--- src/rtl/fdtd_mem_mover.sv ---
// Memory-side mover for the FDTD accelerator: streams old field words into the
// acc ram_buffer, fires the calc flag, then drains new words back to memory.
module fdtd_mem_mover #(
    parameter int FDTD_DATA_WIDTH   = 32,
    parameter int BUFFER_ADDR_WIDTH = 6,
    parameter int MEM_ADDR_WIDTH    = 32,
    parameter int SIZE_WIDTH        = 16
) (
    input  logic                       CLK,
    input  logic                       RST,
    input  logic                       start_i,
    input  logic [1:0]                 field_sel_i,
    input  logic [SIZE_WIDTH-1:0]      size_i,
    input  logic [MEM_ADDR_WIDTH-1:0]  src_base_i,
    input  logic [MEM_ADDR_WIDTH-1:0]  dst_base_i,
    output logic                       busy_o,
    output logic                       done_o,
    output logic                       err_o,
    output logic                       mem_req_o,
    output logic                       mem_we_o,
    output logic [MEM_ADDR_WIDTH-1:0]  mem_addr_o,
    output logic [FDTD_DATA_WIDTH-1:0] mem_wdata_o,
    input  logic                       mem_gnt_i,
    input  logic                       mem_rvalid_i,
    input  logic [FDTD_DATA_WIDTH-1:0] mem_rdata_i,
    output logic [FDTD_DATA_WIDTH-1:0] buffer_size_o,
    output logic                       buffer_Hy_start_o,
    output logic                       buffer_Ez_start_o,
    output logic                       buffer_src_start_o,
    output logic                       buffer_Hy_end_o,
    output logic                       buffer_Ez_end_o,
    output logic                       buffer_src_end_o,
    output logic                       wrtvalid_Hy_old_o,
    output logic                       wrtvalid_Ez_old_o,
    output logic [FDTD_DATA_WIDTH-1:0] Hy_old_o,
    output logic [FDTD_DATA_WIDTH-1:0] Ez_old_o,
    output logic                       calc_Hy_flg_o,
    output logic                       calc_Ez_flg_o,
    output logic                       calc_src_flg_o,
    input  logic                       wrt_Hy_start_i,
    input  logic                       wrt_Ez_start_i,
    input  logic                       wrt_src_start_i,
    output logic                       mem_rd_Hy_en_o,
    output logic                       mem_rd_Ez_en_o,
    output logic                       mem_rd_end_o,
    output logic                       wrtvalid_sgl_o,
    input  logic [FDTD_DATA_WIDTH-1:0] Hy_n_i,
    input  logic [FDTD_DATA_WIDTH-1:0] Ez_n_i,
    output logic [3:0]                 state_dbg
);

    // Memory handshake: mem_req_o with mem_we_o/mem_addr_o/mem_wdata_o is held
    // unchanged until a cycle with mem_gnt_i=1 (that cycle completes the
    // transfer); a granted read returns exactly one mem_rvalid_i cycle later on.
    localparam int DEPTH = 1 << BUFFER_ADDR_WIDTH;
    localparam logic [SIZE_WIDTH-1:0] SIZE_ONE = 1;

    typedef enum logic [3:0] {
        IDLE     = 4'd0,
        LD_START = 4'd1,
        LD_REQ   = 4'd2,
        LD_WAIT  = 4'd3,
        LD_END   = 4'd4,
        CALC     = 4'd5,
        WB_WAIT  = 4'd6,
        WB_POP   = 4'd7,
        WB_CAP   = 4'd8,
        WB_REQ   = 4'd9,
        WB_END   = 4'd10,
        DONE     = 4'd11
    } state_t;

    state_t                     state_q, state_d;
    logic [1:0]                 sel_q, sel_d;
    logic [SIZE_WIDTH-1:0]      size_q, size_d;
    logic [SIZE_WIDTH-1:0]      idx_q, idx_d;
    logic [MEM_ADDR_WIDTH-1:0]  src_q, src_d;
    logic [MEM_ADDR_WIDTH-1:0]  dst_q, dst_d;

    logic                       busy_d, done_d, err_d;
    logic                       req_d, we_d;
    logic [MEM_ADDR_WIDTH-1:0]  addr_d;
    logic [FDTD_DATA_WIDTH-1:0] wdata_d, bsize_d, hy_old_d, ez_old_d;
    logic [2:0]                 bstart_q, bstart_d, bend_q, bend_d, calc_q, calc_d;
    logic [1:0]                 old_vld_q, old_vld_d, rd_en_q, rd_en_d;
    logic                       rd_end_d, sgl_d;

    logic is_ez, wrt_hit, last_word, size_bad;

    function automatic logic [MEM_ADDR_WIDTH-1:0] word_addr(
        input logic [MEM_ADDR_WIDTH-1:0] base,
        input logic [SIZE_WIDTH-1:0]     k
    );
        return base + MEM_ADDR_WIDTH'({k, 2'b00});
    endfunction

    // src jobs share the Ez data ports of the accelerator.
    assign is_ez     = (sel_q != 2'd0);
    assign wrt_hit   = (sel_q == 2'd0) ? wrt_Hy_start_i :
                       (sel_q == 2'd1) ? wrt_Ez_start_i : wrt_src_start_i;
    assign last_word = (idx_q == size_q - SIZE_ONE);
    assign size_bad  = (32'(size_i) > 32'(DEPTH));

    always_comb begin
        state_d   = state_q;
        sel_d     = sel_q;
        size_d    = size_q;
        idx_d     = idx_q;
        src_d     = src_q;
        dst_d     = dst_q;
        busy_d    = busy_o;
        done_d    = 1'b0;
        err_d     = 1'b0;
        req_d     = mem_req_o;
        we_d      = mem_we_o;
        addr_d    = mem_addr_o;
        wdata_d   = mem_wdata_o;
        bsize_d   = buffer_size_o;
        hy_old_d  = Hy_old_o;
        ez_old_d  = Ez_old_o;
        bstart_d  = 3'b000;
        bend_d    = 3'b000;
        calc_d    = 3'b000;
        old_vld_d = 2'b00;
        rd_en_d   = 2'b00;
        rd_end_d  = 1'b0;
        sgl_d     = 1'b0;

        // Outputs are loaded on the transition into a state, so each pulse
        // is visible for exactly the cycle spent in the state it belongs to.
        case (state_q)
            IDLE: begin
                if (start_i) begin
                    sel_d  = field_sel_i;
                    size_d = size_i;
                    src_d  = src_base_i;
                    dst_d  = dst_base_i;
                    idx_d  = '0;
                    if (field_sel_i == 2'd3 || size_bad) begin
                        err_d = 1'b1;
                    end else if (size_i == '0) begin
                        state_d = DONE;
                        done_d  = 1'b1;
                    end else begin
                        state_d               = LD_START;
                        busy_d                = 1'b1;
                        bstart_d[field_sel_i] = 1'b1;
                        bsize_d               = FDTD_DATA_WIDTH'(size_i);
                    end
                end
            end
            LD_START: begin
                state_d = LD_REQ;
                req_d   = 1'b1;
                we_d    = 1'b0;
                addr_d  = word_addr(src_q, idx_q);
            end
            LD_REQ: begin
                if (mem_gnt_i) begin
                    req_d   = 1'b0;
                    state_d = LD_WAIT;
                end
            end
            LD_WAIT: begin
                if (mem_rvalid_i) begin
                    old_vld_d[is_ez] = 1'b1;
                    if (is_ez) ez_old_d = mem_rdata_i;
                    else       hy_old_d = mem_rdata_i;
                    if (last_word) begin
                        state_d       = LD_END;
                        bend_d[sel_q] = 1'b1;
                        idx_d         = '0;
                    end else begin
                        idx_d   = idx_q + SIZE_ONE;
                        state_d = LD_REQ;
                        req_d   = 1'b1;
                        we_d    = 1'b0;
                        addr_d  = word_addr(src_q, idx_q + SIZE_ONE);
                    end
                end
            end
            LD_END: begin
                state_d       = CALC;
                calc_d[sel_q] = 1'b1;
            end
            CALC: state_d = WB_WAIT;
            WB_WAIT: begin
                if (wrt_hit) begin
                    state_d        = WB_POP;
                    rd_en_d[is_ez] = 1'b1;
                end
            end
            WB_POP: state_d = WB_CAP;
            WB_CAP: begin
                wdata_d = is_ez ? Ez_n_i : Hy_n_i;
                state_d = WB_REQ;
                req_d   = 1'b1;
                we_d    = 1'b1;
                addr_d  = word_addr(dst_q, idx_q);
            end
            WB_REQ: begin
                if (mem_gnt_i) begin
                    req_d = 1'b0;
                    we_d  = 1'b0;
                    sgl_d = 1'b1;
                    if (last_word) begin
                        state_d  = WB_END;
                        rd_end_d = 1'b1;
                    end else begin
                        idx_d          = idx_q + SIZE_ONE;
                        state_d        = WB_POP;
                        rd_en_d[is_ez] = 1'b1;
                    end
                end
            end
            WB_END: begin
                state_d = DONE;
                done_d  = 1'b1;
                busy_d  = 1'b0;
            end
            DONE:    state_d = IDLE;
            default: state_d = IDLE;
        endcase
    end

    always_ff @(posedge CLK) begin
        if (RST) begin
            state_q       <= IDLE;
            sel_q         <= '0;
            size_q        <= '0;
            idx_q         <= '0;
            src_q         <= '0;
            dst_q         <= '0;
            busy_o        <= 1'b0;
            done_o        <= 1'b0;
            err_o         <= 1'b0;
            mem_req_o     <= 1'b0;
            mem_we_o      <= 1'b0;
            mem_addr_o    <= '0;
            mem_wdata_o   <= '0;
            buffer_size_o <= '0;
            Hy_old_o      <= '0;
            Ez_old_o      <= '0;
            bstart_q      <= '0;
            bend_q        <= '0;
            calc_q        <= '0;
            old_vld_q     <= '0;
            rd_en_q       <= '0;
            mem_rd_end_o  <= 1'b0;
            wrtvalid_sgl_o <= 1'b0;
        end else begin
            state_q       <= state_d;
            sel_q         <= sel_d;
            size_q        <= size_d;
            idx_q         <= idx_d;
            src_q         <= src_d;
            dst_q         <= dst_d;
            busy_o        <= busy_d;
            done_o        <= done_d;
            err_o         <= err_d;
            mem_req_o     <= req_d;
            mem_we_o      <= we_d;
            mem_addr_o    <= addr_d;
            mem_wdata_o   <= wdata_d;
            buffer_size_o <= bsize_d;
            Hy_old_o      <= hy_old_d;
            Ez_old_o      <= ez_old_d;
            bstart_q      <= bstart_d;
            bend_q        <= bend_d;
            calc_q        <= calc_d;
            old_vld_q     <= old_vld_d;
            rd_en_q       <= rd_en_d;
            mem_rd_end_o  <= rd_end_d;
            wrtvalid_sgl_o <= sgl_d;
        end
    end

    assign buffer_Hy_start_o  = bstart_q[0];
    assign buffer_Ez_start_o  = bstart_q[1];
    assign buffer_src_start_o = bstart_q[2];
    assign buffer_Hy_end_o    = bend_q[0];
    assign buffer_Ez_end_o    = bend_q[1];
    assign buffer_src_end_o   = bend_q[2];
    assign calc_Hy_flg_o      = calc_q[0];
    assign calc_Ez_flg_o      = calc_q[1];
    assign calc_src_flg_o     = calc_q[2];
    assign wrtvalid_Hy_old_o  = old_vld_q[0];
    assign wrtvalid_Ez_old_o  = old_vld_q[1];
    assign mem_rd_Hy_en_o     = rd_en_q[0];
    assign mem_rd_Ez_en_o     = rd_en_q[1];
    assign state_dbg          = state_q;

endmodule

--- config.mk ---
export PLATFORM = sky130hd
export DESIGN_NAME = fdtd_mem_mover
export DESIGN_NICKNAME = d
export VERILOG_FILES = /design/src/rtl/fdtd_mem_mover.sv
export SDC_FILE = /design/constraint.sdc
export NUM_CORES = 1
export LEC_CHECK = 0
export BUFFER_PORTS_ARGS = -buffer_cell sky130_fd_sc_hd__buf_2
export CORE_ASPECT_RATIO = 2
export CORE_UTILIZATION = 55
export CTS_BUF_LIST = sky130_fd_sc_hd__clkbuf_16
export DETAILED_ROUTE_END_ITERATION = 8
export PLACE_DENSITY = 0.81
export SYNTH_ARGS = -nofsm -noshare
export SYNTH_HDL_FRONTEND = slang
export SYNTH_SLANG_ARGS = --single-unit
--- constraint.sdc ---
create_clock -name CLK -period 12 [get_ports CLK]
set_input_delay 0 -clock CLK [delete_from_list [all_inputs] [get_ports CLK]]
set_output_delay 0 -clock CLK [all_outputs]
set_load 0.05 [all_outputs]
==> out/qor.txt, run 1 <==
Synth warnings: 0
wirelength, routed: 53.1 mm
Via-to-Cell Ratio: 6.06
number of maximum-capacitance constraint violations: 0
Worst Clk Skew: 0.0180 ns
DRC errors left: 0
post-synthesis compound-gate area fraction: 21.2%
share of cell area taken by muxes after synthesis: 2.04%
mean instance size in the synthesized netlist: 7.62 um2
FILL cells: 1751
fraction of power consumed by sequential logic: 39.5%
initial antenna violation count: 5
FP Rows: 81
pin count of the biggest net entering global routing: 98
CTS Buffer Depth: 3
number of synthesized register bits: 266
top-level port count: 370
instance count of the mapped netlist: 1808
final hold slack: 0.128 ns
Critical Path AT: 5.67 ns
placed inst area: 0.0156 mm2
relative slew slack: 33.4%
clock-pin slew of the registers on the worst-case setup and hold paths: 0.07 ns
number of global-route vias before repair: 16.0k
number of setup violations in the final report: 0
Leakage: 0.00796 uW
HPWL reported at the end of detailed placement: 33.2 mm
effective utilization at floorplan: 56.2%
number of nets with antenna violations after routing: 0
largest fanout on the critical path: 9
clock tree sinks: 266
max-slew violations: 0
data required time at the worst endpoint: 12.44 ns
Root Driver: clkbuf_16
run status: complete, no violations
largest family of logic cells by synthesized area: simple AND/OR/NAND/NOR gates
portion of the post-synthesis area used by sequential elements: 38.7%
CTS H-tree depth: 1
power per unit of standard cell area: 147 mW/mm2
fraction of registers with async set/reset: 0%
Setup crit end kind: flip-flop
maximum clock rate: 191 MHz
routability congestion estimate from global placement: 0.976
logic gate share of total power: 32.0%
Clock Latency Late Sink: 0.56 ns
share of synthesized cell area in and, or, nand and nor gates: 25.2%
cell internal power dissipation: 1670 uW
distinct cell type count after synthesis: 83
Finished Layout Cells: 2639
number of detailed-routing iterations run before antenna repair: 6
period utilization: 43.5%
total placed cells including tap cells: 2385
commonest cells in the netlist: 437 x nand2_1, 266 x dfxtp_1, 199 x a21oi_1
core utilization of the finished layout: 75.1%
DRT iter0 DRCs: 1496
RSZ-0062 raised after global routing: no
startpoint class of the critical path: flip-flop
IO Port Bufs: 353
net switching power: 1050 uW
Die Y-Extent: 226 um
switching fraction of total power: 38.6%
all-layer global routing usage: 41.6%
slew of the pin with the lowest slew margin: 0.999 ns
layout net count: 2507
global route total overflow: 0
TritonCTS clock tree: yes
fraction of power consumed by the clock network: 28.5%
Hold Path Depth: 5
final count of hold timing violations: 0
area growth from synthesis to layout: 33.8%
EDFF count, synth: 0
wire length of the first global-routing pass: 83.4 mm
setup TNS: 0 ns
layout cell share with drive strength beyond 1: 19.9%
core footprint: 0.0245 mm2
synthesized-area fraction occupied by adder cells: 3.38%
VDD IR-drop max: 150 uV
class of the most critical setup path: reg -> reg
most area-hungry cell type in the Yosys netlist: dfxtp_1
cts bufs inserted: 25
vias after detailed routing: 16.0k
DR WL/cell: 20.1 um
post-cts repair resize count: 0
post-route cell area: 0.0184 mm2
r2r worst-path depth: 17
fin crit period: 5.22 ns
type of the worst min-delay path: in -> reg
floorplan die area: 0.0257 mm2
Cell Area, Synth: 0.0138 mm2
Horiz. Die Dim: 114 um
most area-consuming cells after synthesis: dfxtp_1 39%, nand2_1 12%, a21oi_1 7.2%, nor2_1 3.3%, clkbuf_1 3.1%
Post-Synth XOR/XNOR Area: 4.20%
Synth Flop Type: dfxtp_1
most instantiated library cell after synthesis: nand2_1
setup slack of the worst register-to-register path: 6.78 ns
proportion of netlist area held by the largest area contributor: 38.7%
## stage by stage
| step | setup WS, ns | total power (uW) |
|---|---|---|
| floorplan | 7.45 | 1640 |
| global placement | 7.01 | 1860 |
| detailed placement | 6.88 | 1870 |
| CTS | 6.85 | 2680 |
| global route | 6.29 | 2820 |
| finish | 6.78 | 2710 |
## power groups by stage
| stage | Combinational (uW) | Sequential [uW] | Clock [uW] |
|---|---|---|---|
| after global routing | 937 | 1080 | 805 |
| after global placement | 773 | 1080 | 0 |
| final | 868 | 1070 | 771 |
| after detailed placement | 784 | 1080 | 0 |
| after floorplan | 488 | 1150 | 0 |
| after CTS | 843 | 1060 | 774 |
## state kept, by name, indices dropped and copies added, names as in the netlist, 2 cells and up
register,count
rd_en_q,2
bstart_q,3
state_dbg,4
Hy_old_o,32
Ez_old_o,32
old_vld_q,2
mem_addr_o,32
dst_q,32
mem_wdata_o,32
calc_q,3
buffer_size_o,16
idx_q,16
src_q,32
sel_q,2
size_q,16
bend_q,3
## logic make-up (layout without fill, tap and decap cells)
| kind of cell | count (synthesis) | in the layout |
|---|---|---|
| other | 1 | 22 |
| buffers and inverters | 173 | 651 |
| and+or+nand+nor | 778 | 778 |
| xor gates and xnor gates | 66 | 66 |
| adders and majority gates | 36 | 36 |
| DFF | 266 | 266 |
| muxes | 26 | 26 |
| AOI/OAI and AO/OA | 462 | 462 |
## worst max-delay path, cell delays in order (launching register included)
cell and delay (ns):
dfxtp_1 0.47, inv_1 0.10, nor3_1 0.19, nand3_1 0.26, nor4_1 0.87, nand3_1 0.19, or3_1 0.36, xnor2_1 0.20
inv_1 0.07, ha_1 0.35, a21o_1 0.20, a211oi_1 0.34, nand2b_1 0.09, o21ai_1 0.62, nor2_1 0.15, a2bb2oi_1 0.17
o211a_1 0.23, mux2_2 0.25
## final cells by class
type | count | area, um2 | share of cell area (%)
Clock inverter | 18 | 139 | 0.754
Timing Repair Buffer | 578 | 3980 | 21.6
Tap cell | 332 | 415 | 2.25
Multi-Input combinational cell | 1384 | 7820 | 42.4
Antenna cell | 6 | 15.0 | 0.0815
Inverter | 30 | 113 | 0.611
Clock buffer | 25 | 626 | 3.40
Sequential cell | 266 | 5330 | 28.9
## cells in the final DEF, fill, tap and decap left out, types with 5 or more instances in the layout
cell type	n
o221ai_1	6
a311oi_1	42
nand2b_1	17
a211oi_1	19
nand3_1	44
a21o_1	14
xnor2_1	46
nor3b_1	7
and2_1	7
o211ai_1	13
clkbuf_16	25
or2_2	6
nand2_1	436
inv_1	31
diode_2	6
a31oi_1	13
dfxtp_1	266
xor2_1	20
o22ai_1	14
a21oi_1	199
nor4_1	12
clkinv_2	10
dlygate4sd3_1	205
nor3_1	40
conb_1	16
mux2_2	7
nand4_1	25
buf_4	20
o21ai_2	9
buf_2	352
or3_1	13
ha_1	34
o41ai_1	6
o21ai_0	72
and3_1	18
nor2_1	117
nor2b_1	5
mux2i_1	18
o21a_1	7
## path summary, 6_finish.rpt
check,from,to
setup / recovery,idx_q[1],mem_addr_o[24]
hold / removal,wrt_src_start_i,state_dbg[2]
setup reg to reg,idx_q[1],mem_addr_o[24]
hold reg to reg,Hy_old_o[30],Hy_old_o[30]
## timing repair
action / in CTS / in global routing
hold buffers: 205 / 0
hold endpoints to repair: 214 / 0
buffers inserted: 0 / 0
## layer usage
metal	global-route usage [%]	part of all wire, %
met5	0	0.024
met4	36.0	9.0
met3	13.2	9.7
met2	70.5	49
met1	40.3	32
No activity file was read; power rests on OpenSTA's default activity.
==> run 2, diff against run 1 <==
CORE_UTILIZATION = 48   (was 55)
PLACE_DENSITY = 0.75   (was 0.81)
clock period = 4.5 ns   (was 12 ns; I/O delays follow)
==> out/qor.txt, run 2 (synthesis results as in run 1) <==
wire length of the first global-routing pass: 79.0 mm
DRT iter0 DRCs: 1173
capture point of the worst reg-to-reg path: mem_addr_o[28]
power per unit of standard cell area: 390 mW/mm2
cts bufs inserted: 25
initial antenna violation count: 8
maximum clock rate: 240 MHz
Die Y-Extent: 242 um
number of detailed-routing iterations run before antenna repair: 9
Worst Clk Skew: 0.0105 ns
floorplan die area: 0.0294 mm2
vias after detailed routing: 15.5k
switching fraction of total power: 38.3%
number of maximum-capacitance constraint violations: 0
pin count of the biggest net entering global routing: 136
CTS H-tree depth: 1
CTS Buffer Depth: 3
min setup slack post-route: 0.338 ns
data required time at the worst endpoint: 4.94 ns
setup TNS: 0 ns
cell internal power dissipation: 4430 uW
clock tree sinks: 266
fraction of power consumed by the clock network: 28.6%
VDD IR-drop max: 450 uV
fraction of power consumed by sequential logic: 39.5%
DRC errors left: 0
Root Driver: clkbuf_16
area growth from synthesis to layout: 33.8%
total placed cells including tap cells: 2427
relative slew slack: 25.0%
all-layer global routing usage: 34.0%
HPWL reported at the end of detailed placement: 34.4 mm
Horiz. Die Dim: 122 um
top library cells by usage in the layout, fill and taps aside: 436 x nand2_1, 352 x buf_2, 266 x dfxtp_1, 198 x a21oi_1, 187 x dlygate4sd3_1
wirelength, routed: 51.5 mm
most common library cell in the layout ignoring fill and taps: nand2_1
core footprint: 0.0282 mm2
Clock Latency Late Sink: 0.56 ns
effective utilization at floorplan: 48.9%
setup slack after placement: 0.360 ns
number of setup violations in the final report: 0
final count of hold timing violations: 0
worst setup path startpoint: idx_q[1]
Reg-to-Reg Start: idx_q[1]
routability congestion estimate from global placement: 1.01
global route total overflow: 0
net switching power: 2750 uW
max-slew violations: 0
RSZ-0062 raised after global routing: no
slew of the pin with the lowest slew margin: 1.12 ns
period utilization: 92.5%
Via-to-Cell Ratio: 5.82
IO Port Bufs: 353
r2r worst-path depth: 18
fin crit period: 4.16 ns
FP Rows: 87
run status: complete, no violations
worst setup path endpoint: mem_addr_o[28]
Setup crit end kind: flip-flop
number of nets with antenna violations after routing: 0
number of global-route vias before repair: 15.3k
DR WL/cell: 19.3 um
top-level port count: 370
setup slack of the worst register-to-register path: 0.34 ns
TritonCTS clock tree: yes
startpoint class of the critical path: flip-flop
Critical Path AT: 4.60 ns
Finished Layout Cells: 2666
layout cell share with drive strength beyond 1: 20.5%
layout net count: 2507
clock-pin slew of the registers on the worst-case setup and hold paths: 0.07 ns
Leakage: 0.00791 uW
type of the worst min-delay path: in -> reg
class of the most critical setup path: reg -> reg
logic gate share of total power: 31.9%
largest fanout on the critical path: 8
## run 2: worst min-delay path by stage
stage / from / to / slack, ns / cells past startpoint
final: RST / done_o / 0.005 / 2
after detailed placement: field_sel_i[0] / bstart_q[2] / 0.24 / 2
after global routing: RST / done_o / 0.07 / 2
after CTS: RST / done_o / 0.02 / 2
after floorplan: field_sel_i[1] / bstart_q[1] / 0.08 / 1
after global placement: src_base_i[16] / src_q[16] / 0.24 / 3
## run 2: final cells by class
type                       instances  area, um2
clock inverter                    20        141
timing repair buffer             578       3930
multi-input combinational       1384       7830
sequential                       266       5330
fill                            2280       9760
inverter                          30        113
tap                              356        445
antenna                            7       17.5
clock buffer                      25        626
## run 2: stage by stage
step	area [um2]	total power, uW	hold WS, ns	util [%]
after floorplan	13800	4370	0.0767	-
after global placement	15800	4970	0.239	55.9
after detailed placement	15800	5020	0.243	55.9
after CTS	18400	7170	0.0242	65.3
after global routing	18400	7490	0.0657	65.4
final	18400	7190	0.00477	65.4
## run 2: power groups by stage
stage          combinational (uW)  sequential (uW)  clock, uW
2_1_floorplan                1300             3070          0
3_3_place_gp                 2090             2880          0
3_5_place_dp                 2140             2880          0
4_1_cts                      2260             2830       2080
5_1_grt                      2480             2860       2160
6_report                     2290             2840       2060
## run 2: critical path, stage by stage (launching register included)
cell and delay (ns):
dfxtp_1 0.48, inv_1 0.09, nor3_1 0.19, nand3_1 0.17, nor4_2 0.35, nand3_1 0.14
or3_1 0.34, xnor2_1 0.18, inv_1 0.07, ha_1 0.36, a21o_1 0.20, a211oi_1 0.34
nand2b_1 0.09, o21ai_1 0.22, buf_4 0.21, nor3_1 0.07, xor2_1 0.13, o22ai_1 0.09
o41ai_1 0.31
## run 2: metal layers
metal  track usage (%)  wire (um)  vias to the layer above
li1                  -          -                     7276
met1              33.9      17800                     7227
met2              60.4      26300                      742
met3              7.31       3410                      266
met4              24.7       3940                        2
met5                 0         13                        -
## run 2: repair_timing
item	in CTS	in global routing
resized for setup	0	3
endpoints found under the setup margin	0	6
hold buffers	187	0
setup buffers	0	0
endpoints found under the hold margin	198	0
==> run 3, diff against run 2 <==
CELL_PAD_IN_SITES_DETAIL_PLACEMENT = 2   (was default)
CELL_PAD_IN_SITES_GLOBAL_PLACEMENT = 2   (was default)
CORE_UTILIZATION = 27   (was 48)
==> out/qor.txt, run 3 (synthesis results as in run 1) <==
maximum clock rate: 234 MHz
clock-pin slew of the registers on the worst-case setup and hold paths: 0.07 ns
DRT iter0 DRCs: 676
pin count of the biggest net entering global routing: 81
Leakage: 0.00810 uW
number of nets with antenna violations after routing: 0
total power draw: 7950 uW
startpoint of the tightest hold check path: wrt_src_start_i
number of setup violations in the final report: 0
FP Rows: 116
initial antenna violation count: 16
wire length of the first global-routing pass: 107 mm
effective utilization at floorplan: 27.4%
number of global-route vias before repair: 18.2k
Worst Clk Skew: 0.0192 ns
relative slew slack: 28.3%
power per unit of standard cell area: 413 mW/mm2
IO Port Bufs: 353
all-layer global routing usage: 26.7%
Root Driver: clkbuf_16
run status: complete, no violations
HPWL reported at the end of detailed placement: 47.0 mm
area growth from synthesis to layout: 39.7%
TritonCTS clock tree: yes
capture point of the worst reg-to-reg path: mem_addr_o[24]
post-route cell area: 0.0192 mm2
cts bufs inserted: 29
Via-to-Cell Ratio: 5.33
period utilization: 95.1%
number of maximum-capacitance constraint violations: 0
CTS Buffer Depth: 3
r2r worst-path depth: 18
post-CTS setup buffers: 0
vias after detailed routing: 15.9k
core utilization of the finished layout: 38.3%
max-slew violations: 0
layout cell share with drive strength beyond 1: 21.2%
Setup crit end kind: flip-flop
Horiz. Die Dim: 162 um
placed inst area: 0.0161 mm2
Hold Path Depth: 5
data required time at the worst endpoint: 4.98 ns
clock tree sinks: 266
type of the worst min-delay path: in -> reg
top-level port count: 370
final count of hold timing violations: 0
largest fanout on the critical path: 9
fin crit period: 4.28 ns
setup slack of the worst register-to-register path: 0.22 ns
top library cells by usage in the layout, fill and taps aside: 436 x nand2_1, 352 x buf_2, 265 x dfxtp_1, 200 x dlygate4sd3_1, 199 x a21oi_1
terminating pin of the worst hold path: rd_en_q[1]
number of detailed-routing iterations run before antenna repair: 4
DRC errors left: 0
wirelength, routed: 70.8 mm
Clock Latency Late Sink: 0.62 ns
Reg-to-Reg Start: idx_q[0]
layout net count: 2524
startpoint class of the critical path: flip-flop
global route total overflow: 0
most common library cell in the layout ignoring fill and taps: nand2_1
Die Y-Extent: 321 um
Critical Path AT: 4.77 ns
CTS H-tree depth: 1
slew of the pin with the lowest slew margin: 1.08 ns
floorplan die area: 0.0520 mm2
core footprint: 0.0502 mm2
routability congestion estimate from global placement: 0.881
class of the most critical setup path: reg -> reg
VDD IR-drop max: 298 uV
DR WL/cell: 23.7 um
final hold slack: 0.186 ns
run 3: worst max path at each step:
stage	from	end	slack, ns	cells after the start
finish	idx_q[0]	mem_addr_o[24]	0.22	18
detailed placement	idx_q[0]	mem_addr_o[24]	0.09	18
floorplan	state_dbg[2]	mem_addr_o[19]	0.16	15
CTS	idx_q[0]	mem_addr_o[24]	0.01	18
global placement	idx_q[1]	mem_addr_o[24]	0.28	18
global route	idx_q[0]	mem_addr_o[24]	-0.003	18
run 3: final cells by class:
cell class | instances | area, um2
fill | 5838 | 31000
multi-input combinational | 1384 | 7870
sequential | 266 | 5330
timing repair buffer | 591 | 4060
tap | 649 | 812
clock buffer | 29 | 726
clock inverter | 25 | 292
inverter | 30 | 113
antenna | 17 | 42.5
run 3: where the power goes:
| group | internal, uW | leakage, uW | switching [uW] |
|---|---|---|---|
| clock | 1490 | 0.000514 | 1160 |
| combinational | 801 | 0.00543 | 1660 |
| sequential | 2570 | 0.00216 | 271 |
| total | 4860 | 0.00810 | 3090 |
run 3: metrics by stage:
step / setup TNS, ns / worst slack, ns / cells
2_1_floorplan: 0 / 0.156 / 1823
3_3_place_gp: 0 / 0.277 / 2720
3_5_place_dp: 0 / 0.0864 / 2720
4_1_cts: 0 / 0.0139 / 2974
5_1_grt: -0.00343 / -0.00343 / 2991
6_report: 0 / 0.219 / 2991
run 3: worst max-delay path, stage by stage (launching register included):
cell	delay, ns
dfxtp_1	0.43
inv_1	0.14
nor3_2	0.25
nand3_2	0.21
nor4_4	0.31
nand3_1	0.15
or3_1	0.37
xnor2_1	0.20
inv_1	0.11
ha_1	0.37
a21o_1	0.21
a211oi_2	0.26
nand2b_1	0.09
o21ai_1	0.15
buf_4	0.20
nor2_1	0.08
a2bb2oi_1	0.14
o211a_1	0.24
mux2_2	0.25
run 3: per-layer routing:
layer / wire length (um) / track usage (%)
met4: 4690 / 17.7
met1: 24300 / 24.9
met5: 0 / 0
met3: 2480 / 3.28
met2: 39300 / 52.9
run 3: what timing repair did:
action                     4_1_cts  5_1_grt
setup endpoints to repair        1       10
hold buffers                   200        0
resized for setup                1        8
hold endpoints to repair       201        0
